--- src/rtl/mm_wr_burst_sched_pkg.sv ---
// ----------------------------------------------------------------------------
// mm_wr_burst_sched_pkg
// Shared definitions for the memory-mapped write burst scheduler:
//   - state_e     : scheduler FSM state encoding
//   - clog2_min1  : ceil(log2(n)) with a floor of 1, used to size channel ids
// ----------------------------------------------------------------------------
package mm_wr_burst_sched_pkg;

  typedef enum logic [2:0] {
    ST_IDLE,
    ST_ARB,
    ST_REQ,
    ST_WAIT,
    ST_UPD
  } state_e;

  // A single-channel build still needs a 1-bit channel id.
  function automatic int clog2_min1(input int n);
    int w;
    w = 1;
    while ((1 << w) < n) w++;
    return w;
  endfunction

endpackage

--- src/rtl/mm_wr_burst_sched_if.sv ---
// ----------------------------------------------------------------------------
// mm_wr_burst_sched_if
// Request handshake between the burst scheduler and the AXI write core.
//   write_req : scheduler -> core, request valid (held until req_resp)
//   req_len   : scheduler -> core, beats in the request
//   req_addr  : scheduler -> core, start byte address
//   req_ch    : scheduler -> core, granted channel (FIFO read mux select)
//   req_resp  : core -> scheduler, request accepted
//   req_done  : core -> scheduler, request finished (last beat + B response)
// Modports: master = scheduler side, slave = write-core side.
// ----------------------------------------------------------------------------
interface mm_wr_burst_sched_if #(
  parameter int ASIZE = 32,
  parameter int LSIZE = 9,
  parameter int CW    = 1
);
  logic             write_req;
  logic [LSIZE-1:0] req_len;
  logic [ASIZE-1:0] req_addr;
  logic [CW-1:0]    req_ch;
  logic             req_resp;
  logic             req_done;

  modport master (
    output write_req, req_len, req_addr, req_ch,
    input  req_resp, req_done
  );

  modport slave (
    input  write_req, req_len, req_addr, req_ch,
    output req_resp, req_done
  );
endinterface

--- src/rtl/mm_ch_addr_gen.sv ---
// ----------------------------------------------------------------------------
// mm_ch_addr_gen
// Per-channel address state: line base, offset within the line, frame buffer
// index, pending line-end flag and a deferred frame-start flag.
//   count/tail/falign        : channel FIFO level, line-end and frame-start
//   base_addr/line_stride    : channel frame-0 base and line pitch
//   frame_stride             : distance between frame buffers
//   in_flight                : channel is granted or owns the active request
//   grant                    : channel is being granted this cycle (ARB)
//   upd/upd_tail/req_len     : UPD cycle for this channel, request kind, length
//   burst_ok/tail_ok         : eligibility for a full burst / a tail request
//   addr                     : next request address (line base + offset)
//   frame_idx                : current frame buffer
// ----------------------------------------------------------------------------
module mm_ch_addr_gen #(
  parameter int ASIZE          = 32,
  parameter int LSIZE          = 9,
  parameter int CSIZE          = 9,
  parameter int THRESHOLD      = 200,
  parameter int BYTES_PER_BEAT = 32,
  parameter int FB_NUM         = 3
) (
  input  logic             clk,
  input  logic             rst_n,
  input  logic [CSIZE-1:0] count,
  input  logic             tail,
  input  logic             falign,
  input  logic [ASIZE-1:0] base_addr,
  input  logic [ASIZE-1:0] line_stride,
  input  logic [ASIZE-1:0] frame_stride,
  input  logic             in_flight,
  input  logic             grant,
  input  logic             upd,
  input  logic             upd_tail,
  input  logic [LSIZE-1:0] req_len,
  output logic             burst_ok,
  output logic             tail_ok,
  output logic [ASIZE-1:0] addr,
  output logic [1:0]       frame_idx
);

  logic [1:0]       frame_idx_q;
  logic [ASIZE-1:0] line_base_q;
  logic [ASIZE-1:0] offset_q;
  logic             tail_pend_q;
  logic             deferred_q;
  logic             loaded_q;

  logic [1:0]       fi_next;
  logic [ASIZE-1:0] eff_base;
  logic [ASIZE-1:0] frame_base;
  logic [ASIZE-1:0] burst_bytes;
  logic             zero_flush;
  logic             do_frame;
  logic             do_line;

  // Until the first grant, falign or line advance after reset the line base
  // follows base_addr, so software may program it any time before then.
  assign eff_base    = loaded_q ? line_base_q : base_addr;
  assign fi_next     = (frame_idx_q == 2'(FB_NUM - 1)) ? 2'd0 : frame_idx_q + 2'd1;
  assign frame_base  = base_addr + ASIZE'(fi_next) * frame_stride;
  assign burst_bytes = ASIZE'(req_len) * ASIZE'(BYTES_PER_BEAT);

  // A line end with an empty FIFO needs no request: advance the line at once.
  assign zero_flush = (tail || tail_pend_q) && (count == '0) && !in_flight && !falign;
  // Frame start on the active channel waits for its UPD cycle.
  assign do_frame   = (falign && !in_flight) || (upd && (deferred_q || falign));
  assign do_line    = (upd && upd_tail) || zero_flush;

  assign burst_ok  = int'(count) >= THRESHOLD;
  assign tail_ok   = tail_pend_q && (count != '0) && (int'(count) < THRESHOLD);
  assign addr      = eff_base + offset_q;
  assign frame_idx = frame_idx_q;

  // NOTE: state registers use non-blocking assignments so every flop samples
  // pre-edge values; blocking here would create order-dependent simulation.
  always_ff @(posedge clk) begin
    if (!rst_n) begin
      frame_idx_q <= '0;
      line_base_q <= '0;
      offset_q    <= '0;
      tail_pend_q <= 1'b0;
      deferred_q  <= 1'b0;
      loaded_q    <= 1'b0;
    end else if (do_frame) begin
      // Frame start wins over a same-cycle tail and clears any pending one.
      frame_idx_q <= fi_next;
      line_base_q <= frame_base;
      offset_q    <= '0;
      loaded_q    <= 1'b1;
      tail_pend_q <= 1'b0;
      deferred_q  <= 1'b0;
    end else begin
      if (falign) deferred_q <= 1'b1;
      if (do_line) begin
        line_base_q <= eff_base + line_stride;
        offset_q    <= '0;
        loaded_q    <= 1'b1;
        tail_pend_q <= 1'b0;
      end else if (upd) begin
        offset_q <= offset_q + burst_bytes;
      end else if (grant && !loaded_q) begin
        line_base_q <= base_addr;
        loaded_q    <= 1'b1;
      end
      // Placed last so a new line end during a tail UPD is not lost.
      if (tail && !falign && !zero_flush) tail_pend_q <= 1'b1;
    end
  end

endmodule

--- src/rtl/mm_wr_burst_sched.sv ---
// ----------------------------------------------------------------------------
// mm_wr_burst_sched
// Round-robin write-burst scheduler for CH_NUM video-like stream channels.
// Each channel issues full bursts of THRESHOLD beats while its FIFO holds
// enough data, and a short tail request at line end. Addresses walk lines
// within a frame buffer; frame starts rotate across FB_NUM buffers.
//   axi_aclk/axi_resetn : clock, synchronous active-low reset
//   count/tail/falign   : per-channel FIFO level, line-end, frame-start
//   base_addr/line_stride/frame_stride : address layout
//   req_bus (master)    : request handshake to the AXI write core
//   frame_idx           : current frame buffer per channel (2 bits each)
//   busy                : scheduler outside IDLE
// ----------------------------------------------------------------------------
module mm_wr_burst_sched
  import mm_wr_burst_sched_pkg::*;
#(
  parameter int CH_NUM         = 2,
  parameter int ASIZE          = 32,
  parameter int LSIZE          = 9,
  parameter int CSIZE          = 9,
  parameter int THRESHOLD      = 200,
  parameter int BYTES_PER_BEAT = 32,
  parameter int FB_NUM         = 3
) (
  input  logic                    axi_aclk,
  input  logic                    axi_resetn,
  input  logic [CH_NUM*CSIZE-1:0] count,
  input  logic [CH_NUM-1:0]       tail,
  input  logic [CH_NUM-1:0]       falign,
  input  logic [CH_NUM*ASIZE-1:0] base_addr,
  input  logic [CH_NUM*ASIZE-1:0] line_stride,
  input  logic [ASIZE-1:0]        frame_stride,
  mm_wr_burst_sched_if.master     req_bus,
  output logic [CH_NUM*2-1:0]     frame_idx,
  output logic                    busy
);

  localparam int CW = clog2_min1(CH_NUM);

  state_e           state_q, state_d;
  logic [LSIZE-1:0] req_len_q;
  logic [ASIZE-1:0] req_addr_q;
  logic [CW-1:0]    req_ch_q;
  logic             req_tail_q;
  logic [CW-1:0]    rr_ptr_q;

  logic [CH_NUM-1:0] burst_ok, tail_ok, elig, grant, in_flight, upd;
  logic [ASIZE-1:0]  ch_addr  [CH_NUM];
  logic [CSIZE-1:0]  ch_count [CH_NUM];

  logic             grant_valid;
  logic [CW-1:0]    grant_ch;
  logic [ASIZE-1:0] grant_addr;
  logic [LSIZE-1:0] grant_len;
  logic             grant_tail;

  for (genvar i = 0; i < CH_NUM; i++) begin : g_ch
    assign ch_count[i]  = count[i*CSIZE +: CSIZE];
    assign elig[i]      = burst_ok[i] || tail_ok[i];
    assign grant[i]     = (state_q == ST_ARB) && grant_valid && (grant_ch == CW'(i));
    assign upd[i]       = (state_q == ST_UPD) && (req_ch_q == CW'(i));
    assign in_flight[i] = grant[i] ||
                          ((state_q inside {ST_REQ, ST_WAIT, ST_UPD}) && (req_ch_q == CW'(i)));

    mm_ch_addr_gen #(
      .ASIZE(ASIZE), .LSIZE(LSIZE), .CSIZE(CSIZE), .THRESHOLD(THRESHOLD),
      .BYTES_PER_BEAT(BYTES_PER_BEAT), .FB_NUM(FB_NUM)
    ) u_ch (
      .clk         (axi_aclk),
      .rst_n       (axi_resetn),
      .count       (ch_count[i]),
      .tail        (tail[i]),
      .falign      (falign[i]),
      .base_addr   (base_addr[i*ASIZE +: ASIZE]),
      .line_stride (line_stride[i*ASIZE +: ASIZE]),
      .frame_stride(frame_stride),
      .in_flight   (in_flight[i]),
      .grant       (grant[i]),
      .upd         (upd[i]),
      .upd_tail    (req_tail_q),
      .req_len     (req_len_q),
      .burst_ok    (burst_ok[i]),
      .tail_ok     (tail_ok[i]),
      .addr        (ch_addr[i]),
      .frame_idx   (frame_idx[i*2 +: 2])
    );
  end

  // Round robin: scan distances k = CH_NUM..1 from the last grant so the
  // nearest eligible channel (smallest k) is the final assignment.
  // NOTE: every output of this block gets a default first; a path that left
  // one unassigned would infer a latch.
  always_comb begin
    grant_valid = 1'b0;
    grant_ch    = '0;
    grant_addr  = '0;
    grant_len   = '0;
    grant_tail  = 1'b0;
    for (int k = CH_NUM; k >= 1; k--) begin
      for (int i = 0; i < CH_NUM; i++) begin
        if (elig[i] && (((int'(rr_ptr_q) + k) % CH_NUM) == i)) begin
          grant_valid = 1'b1;
          grant_ch    = CW'(i);
          grant_addr  = ch_addr[i];
          grant_tail  = !burst_ok[i];
          grant_len   = burst_ok[i] ? LSIZE'(THRESHOLD) : LSIZE'(ch_count[i]);
        end
      end
    end
  end

  always_ff @(posedge axi_aclk) begin
    if (!axi_resetn) state_q <= ST_IDLE;
    else             state_q <= state_d;
  end

  always_comb begin
    state_d = state_q;
    case (state_q)
      ST_IDLE: if (|elig) state_d = ST_ARB;
      // Eligibility can vanish between IDLE and ARB (live FIFO level).
      ST_ARB:  state_d = grant_valid ? ST_REQ : ST_IDLE;
      ST_REQ:  if (req_bus.req_resp) state_d = ST_WAIT;
      ST_WAIT: if (req_bus.req_done) state_d = ST_UPD;
      ST_UPD:  state_d = ST_IDLE;
      default: state_d = ST_IDLE;
    endcase
  end

  always_ff @(posedge axi_aclk) begin
    if (!axi_resetn) begin
      req_len_q  <= '0;
      req_addr_q <= '0;
      req_ch_q   <= '0;
      req_tail_q <= 1'b0;
      rr_ptr_q   <= CW'(CH_NUM - 1);
    end else if ((state_q == ST_ARB) && grant_valid) begin
      req_len_q  <= grant_len;
      req_addr_q <= grant_addr;
      req_ch_q   <= grant_ch;
      req_tail_q <= grant_tail;
      rr_ptr_q   <= grant_ch;
    end
  end

  assign req_bus.write_req = (state_q == ST_REQ);
  assign req_bus.req_len   = req_len_q;
  assign req_bus.req_addr  = req_addr_q;
  assign req_bus.req_ch    = req_ch_q;
  assign busy              = (state_q != ST_IDLE);

endmodule

--- src/flat_wrapper.sv ---
// flat-port wrapper written by rule: the top's interface ports become plain ports
module mm_wr_burst_sched_flat import mm_wr_burst_sched_pkg::*;
#(
  parameter int CH_NUM         = 2,
  parameter int ASIZE          = 32,
  parameter int LSIZE          = 9,
  parameter int CSIZE          = 9,
  parameter int THRESHOLD      = 200,
  parameter int BYTES_PER_BEAT = 32,
  parameter int FB_NUM         = 3
)
  (axi_aclk, axi_resetn, count, tail, falign, base_addr, line_stride, frame_stride, frame_idx, busy, req_bus_write_req, req_bus_req_len, req_bus_req_addr, req_bus_req_ch, req_bus_req_resp, req_bus_req_done);
  mm_wr_burst_sched_if #(.ASIZE(ASIZE), .LSIZE(LSIZE), .CW(1)) req_bus_i ();
  input  logic axi_aclk;
  input  logic axi_resetn;
  input  logic [CH_NUM*CSIZE-1:0] count;
  input  logic [CH_NUM-1:0] tail;
  input  logic [CH_NUM-1:0] falign;
  input  logic [CH_NUM*ASIZE-1:0] base_addr;
  input  logic [CH_NUM*ASIZE-1:0] line_stride;
  input  logic [ASIZE-1:0] frame_stride;
  output logic [CH_NUM*2-1:0] frame_idx;
  output logic busy;
  output wire logic [$bits(req_bus_i.write_req)-1:0] req_bus_write_req;
  output wire logic [$bits(req_bus_i.req_len)-1:0] req_bus_req_len;
  output wire logic [$bits(req_bus_i.req_addr)-1:0] req_bus_req_addr;
  output wire logic [$bits(req_bus_i.req_ch)-1:0] req_bus_req_ch;
  input wire logic [$bits(req_bus_i.req_resp)-1:0] req_bus_req_resp;
  input wire logic [$bits(req_bus_i.req_done)-1:0] req_bus_req_done;
  assign req_bus_write_req = req_bus_i.write_req;
  assign req_bus_req_len = req_bus_i.req_len;
  assign req_bus_req_addr = req_bus_i.req_addr;
  assign req_bus_req_ch = req_bus_i.req_ch;
  assign req_bus_i.req_resp = req_bus_req_resp;
  assign req_bus_i.req_done = req_bus_req_done;
  mm_wr_burst_sched #(.CH_NUM(CH_NUM), .ASIZE(ASIZE), .LSIZE(LSIZE), .CSIZE(CSIZE), .THRESHOLD(THRESHOLD), .BYTES_PER_BEAT(BYTES_PER_BEAT), .FB_NUM(FB_NUM)) u_core (.axi_aclk(axi_aclk), .axi_resetn(axi_resetn), .count(count), .tail(tail), .falign(falign), .base_addr(base_addr), .line_stride(line_stride), .frame_stride(frame_stride), .req_bus(req_bus_i), .frame_idx(frame_idx), .busy(busy));
endmodule
--- config.mk ---
export PLATFORM = sky130hd
export DESIGN_NAME = mm_wr_burst_sched_flat
export DESIGN_NICKNAME = d
export VERILOG_FILES = /design/src/rtl/mm_wr_burst_sched_pkg.sv /design/src/rtl/mm_wr_burst_sched_if.sv /design/src/rtl/mm_ch_addr_gen.sv /design/src/rtl/mm_wr_burst_sched.sv /design/src/flat_wrapper.sv
export SDC_FILE = /design/constraint.sdc
export NUM_CORES = 1
export LEC_CHECK = 0
export ABC_CLOCK_PERIOD_IN_PS = 5400
export CORE_ASPECT_RATIO = 0.5
export CORE_MARGIN = 2
export CORE_UTILIZATION = 59
export DETAILED_ROUTE_END_ITERATION = 8
export PLACE_DENSITY_LB_ADDON = 0.2
export SYNTH_ARGS = -nofsm -noshare
export SYNTH_HDL_FRONTEND = slang
export SYNTH_SLANG_ARGS = --single-unit
--- constraint.sdc ---
create_clock -name axi_aclk -period 5.4 [get_ports axi_aclk]
set_input_delay 1.08 -clock axi_aclk [delete_from_list [all_inputs] [get_ports axi_aclk]]
set_output_delay 1.08 -clock axi_aclk [all_outputs]
set_load 0.005 [all_outputs]
==> results of run 1 <==
## critical path: stages
cell and delay, ns:
clkdlybuf4s50_1 0.50, inv_1 0.09, o21ai_0 0.32, ha_1 0.24, inv_1 0.06, fa_1 0.42
nor2b_1 0.20, o2111ai_1 0.14, nand2_1 0.16, o211ai_1 0.15, a2111oi_0 0.75, o21ai_0 0.32
o21ai_0 0.39, mux2i_1 0.23, a211oi_1 0.06
## power groups by stage
stage	Combinational (W)	Sequential (W)	Clock (W)
finish	0.00440	0.00166	0.00146
global route	0.00479	0.00168	0.00151
CTS	0.00429	0.00165	0.00146
detailed placement	0.00426	0.00168	0
global placement	0.00419	0.00167	0
floorplan	0.00304	0.00162	0
## sequential cells by signal, indices dropped and copies added (netlist names)
register	count
u_core.g_ch.u_ch.deferred_q	2
u_core.rr_ptr_q	1
u_core.req_bus.req_len	9
u_core.g_ch.u_ch.line_base_q	64
u_core.g_ch.u_ch.frame_idx	4
u_core.req_bus.req_addr	32
u_core.g_ch.u_ch.loaded_q	2
u_core.g_ch.u_ch.offset_q	54
u_core.req_tail_q	1
u_core.req_bus.req_ch	1
u_core.g_ch.u_ch.tail_pend_q	2
u_core.state_q	3
## area by class of cell
cell class	count	area [um2]	area share
multi-input cells	2293	15630	0.6485
flip-flops and latches	175	3506	0.1454
repair buffers	290	2755	0.1143
inverters	256	960.9	0.03987
well taps	475	594.3	0.02466
clock buffers	18	429.2	0.01780
clock inverters	14	226.5	0.009395
## synth_stat cells (all sizes together), types with 11 or more instances
cell type	n	area, um2
nand3	66	330.3
and3	28	175.2
o221ai	11	96.34
xor2	49	429.2
clkbuf	97	364.1
o21a	26	195.2
o21bai	21	157.7
mux2i	20	200.2
o21ai	222	1111
nand2	408	1531
nor4	12	90.09
fa	68	1361
nor3	48	245.2
dfxtp	175	3503
a211oi	57	437.9
o22ai	14	87.58
a31oi	29	181.4
a21oi	266	1335
xnor2	110	963.4
nand2b	26	162.7
inv	255	957.2
a221oi	23	201.4
and2	14	87.58
a311oi	14	122.6
nand4	15	93.84
o211ai	44	330.3
ha	194	2427
buf	19	83.83
or3	24	150.1
a21o	79	593.1
and4	13	113.9
nor2	199	747.0
o31ai	18	135.1
a22oi	14	105.1
a21boi	13	97.59
nor2b	29	181.4
## worst paths after layout
path                                                                        from                                               end  depth (start not counted)
worst min-delay path            u_core.g_ch[1].u_ch.line_base_q[19]$_SDFFE_PN0P_  u_core.g_ch[1].u_ch.line_base_q[19]$_SDFFE_PN0P_                          2
worst max-delay path                                               base_addr[37]          u_core.req_bus.req_addr[31]$_SDFFE_PN0N_                         15
worst max register to register     u_core.g_ch[1].u_ch.frame_idx[0]$_SDFFE_PN0N_  u_core.g_ch[1].u_ch.line_base_q[28]$_SDFFE_PN0P_                         16
worst min register to register  u_core.g_ch[1].u_ch.line_base_q[19]$_SDFFE_PN0P_  u_core.g_ch[1].u_ch.line_base_q[19]$_SDFFE_PN0P_                          2
## logic make-up (layout without fill, tap and decap cells)
logic type	after synthesis	in the layout	synth area share
fa+ha+maj	262	262	0.1849
xor+xnor	159	159	0.06797
flops	175	175	0.1710
simple gates	914	914	0.2029
buf+inv	372	578	0.06876
mux	25	25	0.01252
compound gates	933	933	0.2919
## per-stage QoR
stage | utilization | area, um2
5_1_grt | 0.7017 | 24100
3_5_place_dp | 0.6826 | 23450
4_1_cts | 0.7017 | 24100
6_report | 0.7017 | 24100
3_3_place_gp | 0.6826 | 23450
2_1_floorplan | - | 20490
## layer usage
layer | wire length, um | part of all wire
met2 | 32320 | 0.43
met4 | 2852 | 0.038
met3 | 8799 | 0.12
met5 | 0 | 0
met1 | 31010 | 0.41
==> flow_summary_export.csv, run 1 <==
group,metric,value,unit
synthesis,ys_warn_count,0,
timing,hold_viol,0,
timing,slew_viol_final,0,
critical_path,arrival,5.10,ns
critical_path,end_kind,"flip-flop",
placed_design,pre_cts_slack,0.2376,ns
synthesis,synth_cell_types,78,
clocking,cts_setup_buffers,0,
grt,grt_use_total,0.4064,
placed_design,routabilityCongestion,1.025,
power,p_sw,0.003386,W
timing,min_period_over_period,0.8862,
die,rows,48,
power,vdd_drop_max,0.0001772,V
flow_run,drv_cap,0,
power,clkPwrFrac,0.194,
power,switching_share,0.4501,
power,combPwrFrac,0.585,
synthesis,synth_edf_count,0,
drt,remaining_drc_errors,0,
die,fp.coreArea,34350,um2
synthesis,ys_seq_area_frac,0.1710,
die,initial_utilization,0.5964,
critical_path,path_max_fanout,3,
synthesis,netlist_instances,2840,
power,p_int,0.004138,W
clocking,h-tree-depth,4,
timing,fin_ws,0.6144,ns
clocking,insertion_delay,0.47,ns
timing,rsz0062_at_grt,"false",
timing,fmax,209.0,MHz
grt,use_met3,0.1112,
placed_design,placed_cells,3489,
grt,grt_pass1_wl,113000,um
grt,antenna_found_initial,1,
finish,final_common_cell,"nand2_1",
clocking,hold_buffers,0,
power,finalPower,0.007524,W
run_status,status,"finished, final reports clean",
finish,nFillCells,2995,
drt,vias,22380,
timing,slew_headroom,0.2817,
critical_path,crit_type,"in -> reg",
drt,vias_per_cell,6.355,
clocking,cts_made_buffers,17,
clocking,clkSinkCount,175,
min_path,hold_path.class,"reg -> reg",
power,leakagePower,10.47,nW
grt,top_usage_layer,"met2",
grt,grt_overflow,0,
critical_path,rrSetupSlack,0.85,ns
drt,wl_per_cell,21.29,um
grt,grtUsageMet1,0.5373,
clocking,cts_buffer_depth,2,
finish,final_cell_mix,"408 x nand2_1, 264 x a21oi_1, 255 x inv_1",
timing,worst_slew_pin_slew,1.070,ns
critical_path,critPathRequiredTime,5.72,ns
grt,grt_util_met2,0.6304,
finish,drive_above_1_share,0.04596,
timing,clock_skew,0.01488,ns
synthesis,avgSynthCellArea,7.214,um2
timing,finalSetupViolCount,0,
drt,final_antenna_net_count,0,
clocking,cts_tree,"yes",
synthesis,syn_area,20490,um2
finish,num_antenna_cells,0,
placed_design,dp_hpwl,59960,um
timing,hold_ws,0.4564,ns
drt,dr.pass1.iters,6,
timing,final.min_clock_period,4.786,ns
synthesis,synth_flop_cell,"dfxtp_1",
grt,grt_pass1_vias,20380,
clocking,clk_pin_slew,0.08,ns
drt,drt_wl_total,74980,um
synthesis,syn_nets,3288,
power,seq_power_share,0.221,
clocking,ctsResizeCount,0,
critical_path,start_kind,"input pin",
placed_design,io_buffers,233,
die,dieArea,36320,um2
synthesis,async_reset_ff_frac,0,
finish,stdcell_count,3521,
timing,setup_tns,0,ns
synthesis,synth-seq-cells,175,
grt,grt_max_degree,44,
drt,drt_iter0_drc,2597,
finish,nets,3481,
die,ios,234,
clocking,cts_root_buf,"clkbuf_16",
die,die_x,267.5,um
finish,area_growth_syn_to_layout,17.65,%
die,die_y,135.8,um
power,pwr_density_cell,312.1,nW/um2
(Power assumes the default switching activity.)
==> run 2, diff against run 1 <==
--- a/config.mk
+++ b/config.mk
@@ -10,6 +10,7 @@
 export CORE_MARGIN = 2
 export CORE_UTILIZATION = 59
 export DETAILED_ROUTE_END_ITERATION = 8
+export GPL_TIMING_DRIVEN = 0
 export PLACE_DENSITY_LB_ADDON = 0.2
 export SYNTH_ARGS = -nofsm -noshare
 export SYNTH_HDL_FRONTEND = slang
==> flow_summary_export.csv, run 2 (same netlist as run 1, synthesis figures left out) <==
group,metric,value,unit
finish,drive_above_1_share,0.02771,
clocking,cts_made_buffers,17,
placed_design,placed_cells,3548,
power,finalPower,0.007551,W
drt,dr.pass1.iters,6,
timing,setup_tns,0,ns
timing,finalSetupViolCount,0,
finish,final_common_cell,"nand2_1",
clocking,insertion_delay,0.48,ns
timing,worst_slew_pin_slew,1.483,ns
finish,nets,3539,
drt,drt_wl_total,79660,um
drt,wl_per_cell,22.26,um
clocking,h-tree-depth,4,
drt,final_antenna_net_count,0,
timing,rsz0062_at_grt,"false",
die,ios,234,
die,die_y,135.8,um
placed_design,routabilityCongestion,1.060,
die,initial_utilization,0.5964,
timing,final.min_clock_period,5.271,ns
clocking,clk_pin_slew,0.08,ns
finish,stdcell_count,3579,
timing,clock_skew,0.02062,ns
run_status,violations,"max-capacitance violations",
die,dieArea,36320,um2
finish,nFillCells,3001,
die,die_x,267.5,um
power,vdd_drop_max,0.0001600,V
timing,min_period_over_period,0.9760,
clocking,cts_tree,"yes",
drt,drt_iter0_drc,3213,
clocking,hold_buffers,0,
finish,final_cell_mix,"408 x nand2_1, 265 x a21oi_1, 255 x inv_1",
placed_design,io_buffers,233,
grt,grt_max_degree,19,
clocking,clkSinkCount,175,
finish,largest_reg_flops,64,
min_path,hold_path.class,"reg -> reg",
die,rows,48,
timing,hold_viol,0,
timing,fin_ws,0.1294,ns
critical_path,crit_type,"reg -> reg",
critical_path,end_kind,"flip-flop",
grt,antenna_found_initial,4,
power,leakagePower,10.35,nW
run_status,status,"finished with violations",
timing,slew_viol_final,0,
finish,regMostFlops,"u_core.g_ch.u_ch.line_base_q",
placed_design,pre_cts_slack,-0.2152,ns
grt,grt_overflow,0,
drt,vias_per_cell,6.511,
critical_path,path_max_fanout,10,
timing,hold_ws,0.4631,ns
power,pwr_density_cell,313.4,nW/um2
critical_path,critPathRequiredTime,5.79,ns
timing,slew_headroom,0.0005931,
grt,grt_pass1_wl,117600,um
die,fp.coreArea,34350,um2
clocking,cts_root_buf,"clkbuf_16",
clocking,cts_buffer_depth,2,
grt,grt_use_total,0.4283,
critical_path,start_kind,"flip-flop",
finish,area_growth_syn_to_layout,17.58,%
timing,fmax,189.7,MHz
flow_run,drv_cap,1,
grt,grt_pass1_vias,20740,
drt,vias,23300,
placed_design,dp_hpwl,63930,um
drt,remaining_drc_errors,0,
critical_path,arrival,5.66,ns
finish,num_antenna_cells,0,
run 2: changes by cell type in the layout (fill, tap and decap cells not counted), moves of 3 or more:
cell,delta
inv_6,-4
clkbuf_1,+93
nor2b_2,-3
buf_2,+9
buf_4,-57
nor2b_1,+3
inv_8,+6
buf_1,+10
run 2: layout make-up:
cell class / instances / area, um2 / share of cell area
clock buffer: 17 / 425.4 / 0.01766
inverter: 256 / 960.9 / 0.03989
buffer: 115 / 445.4 / 0.01849
multi-input combinational: 2293 / 15610 / 0.6480
timing repair buffer: 233 / 2332 / 0.09681
sequential: 175 / 3503 / 0.1454
clock inverter: 15 / 219.0 / 0.009089
tap: 475 / 594.3 / 0.02467
run 2: repair_timing:
action / 4_1_cts / 5_1_grt
resized for setup: 2 / 8
buffers inserted: 0 / 0
pin swaps: 0 / 0
setup endpoints to repair: 2 / 12
run 2: worst max-delay path: stages (launching register included):
cell and delay, ns:
dfxtp_1 0.48, clkbuf_1 0.52, buf_1 0.53, clkbuf_2 0.38
nand2_1 0.08, o21ai_0 0.18, ha_1 0.37, a21oi_1 0.22
o21ai_0 0.12, a221oi_1 0.58, o21ai_0 0.41, a21o_1 0.28
xor2_1 0.67, a221oi_1 0.20, nor2_1 0.17
run 2: through the flow:
stage	util	cell area, um2
2_1_floorplan	-	20490
3_3_place_gp	0.6816	23420
3_5_place_dp	0.6816	23420
4_1_cts	0.7006	24070
5_1_grt	0.7013	24090
6_report	0.7013	24090
run 2: report_power, final:
group	internal, W	switching [W]
clock	0.000758	0.000667
combinational	0.00176	0.00272
sequential	0.00150	0.000145
run 2: metal layers:
layer	vias up	track usage	routed length, um
met2	1511	0.6418	33030
met1	10890	0.5752	31600
met3	295	0.1247	11270
met5	-	0	30
met4	4	0.1809	3723
li1	10600	-	-
run 2: final timing paths:
path | from | to | slack (ns) | cells after the start
setup / recovery | u_core.g_ch[0].u_ch.loaded_q$_SDFFE_PN0P_ | u_core.req_bus.req_addr[26]$_SDFFE_PN0N_ | 0.13 | 14
hold / removal | u_core.req_bus.req_addr[9]$_SDFFE_PN0N_ | u_core.req_bus.req_addr[9]$_SDFFE_PN0N_ | 0.46 | 2
setup reg to reg | u_core.g_ch[0].u_ch.loaded_q$_SDFFE_PN0P_ | u_core.req_bus.req_addr[26]$_SDFFE_PN0N_ | 0.13 | 14
hold reg to reg | u_core.req_bus.req_addr[9]$_SDFFE_PN0N_ | u_core.req_bus.req_addr[9]$_SDFFE_PN0N_ | 0.46 | 2
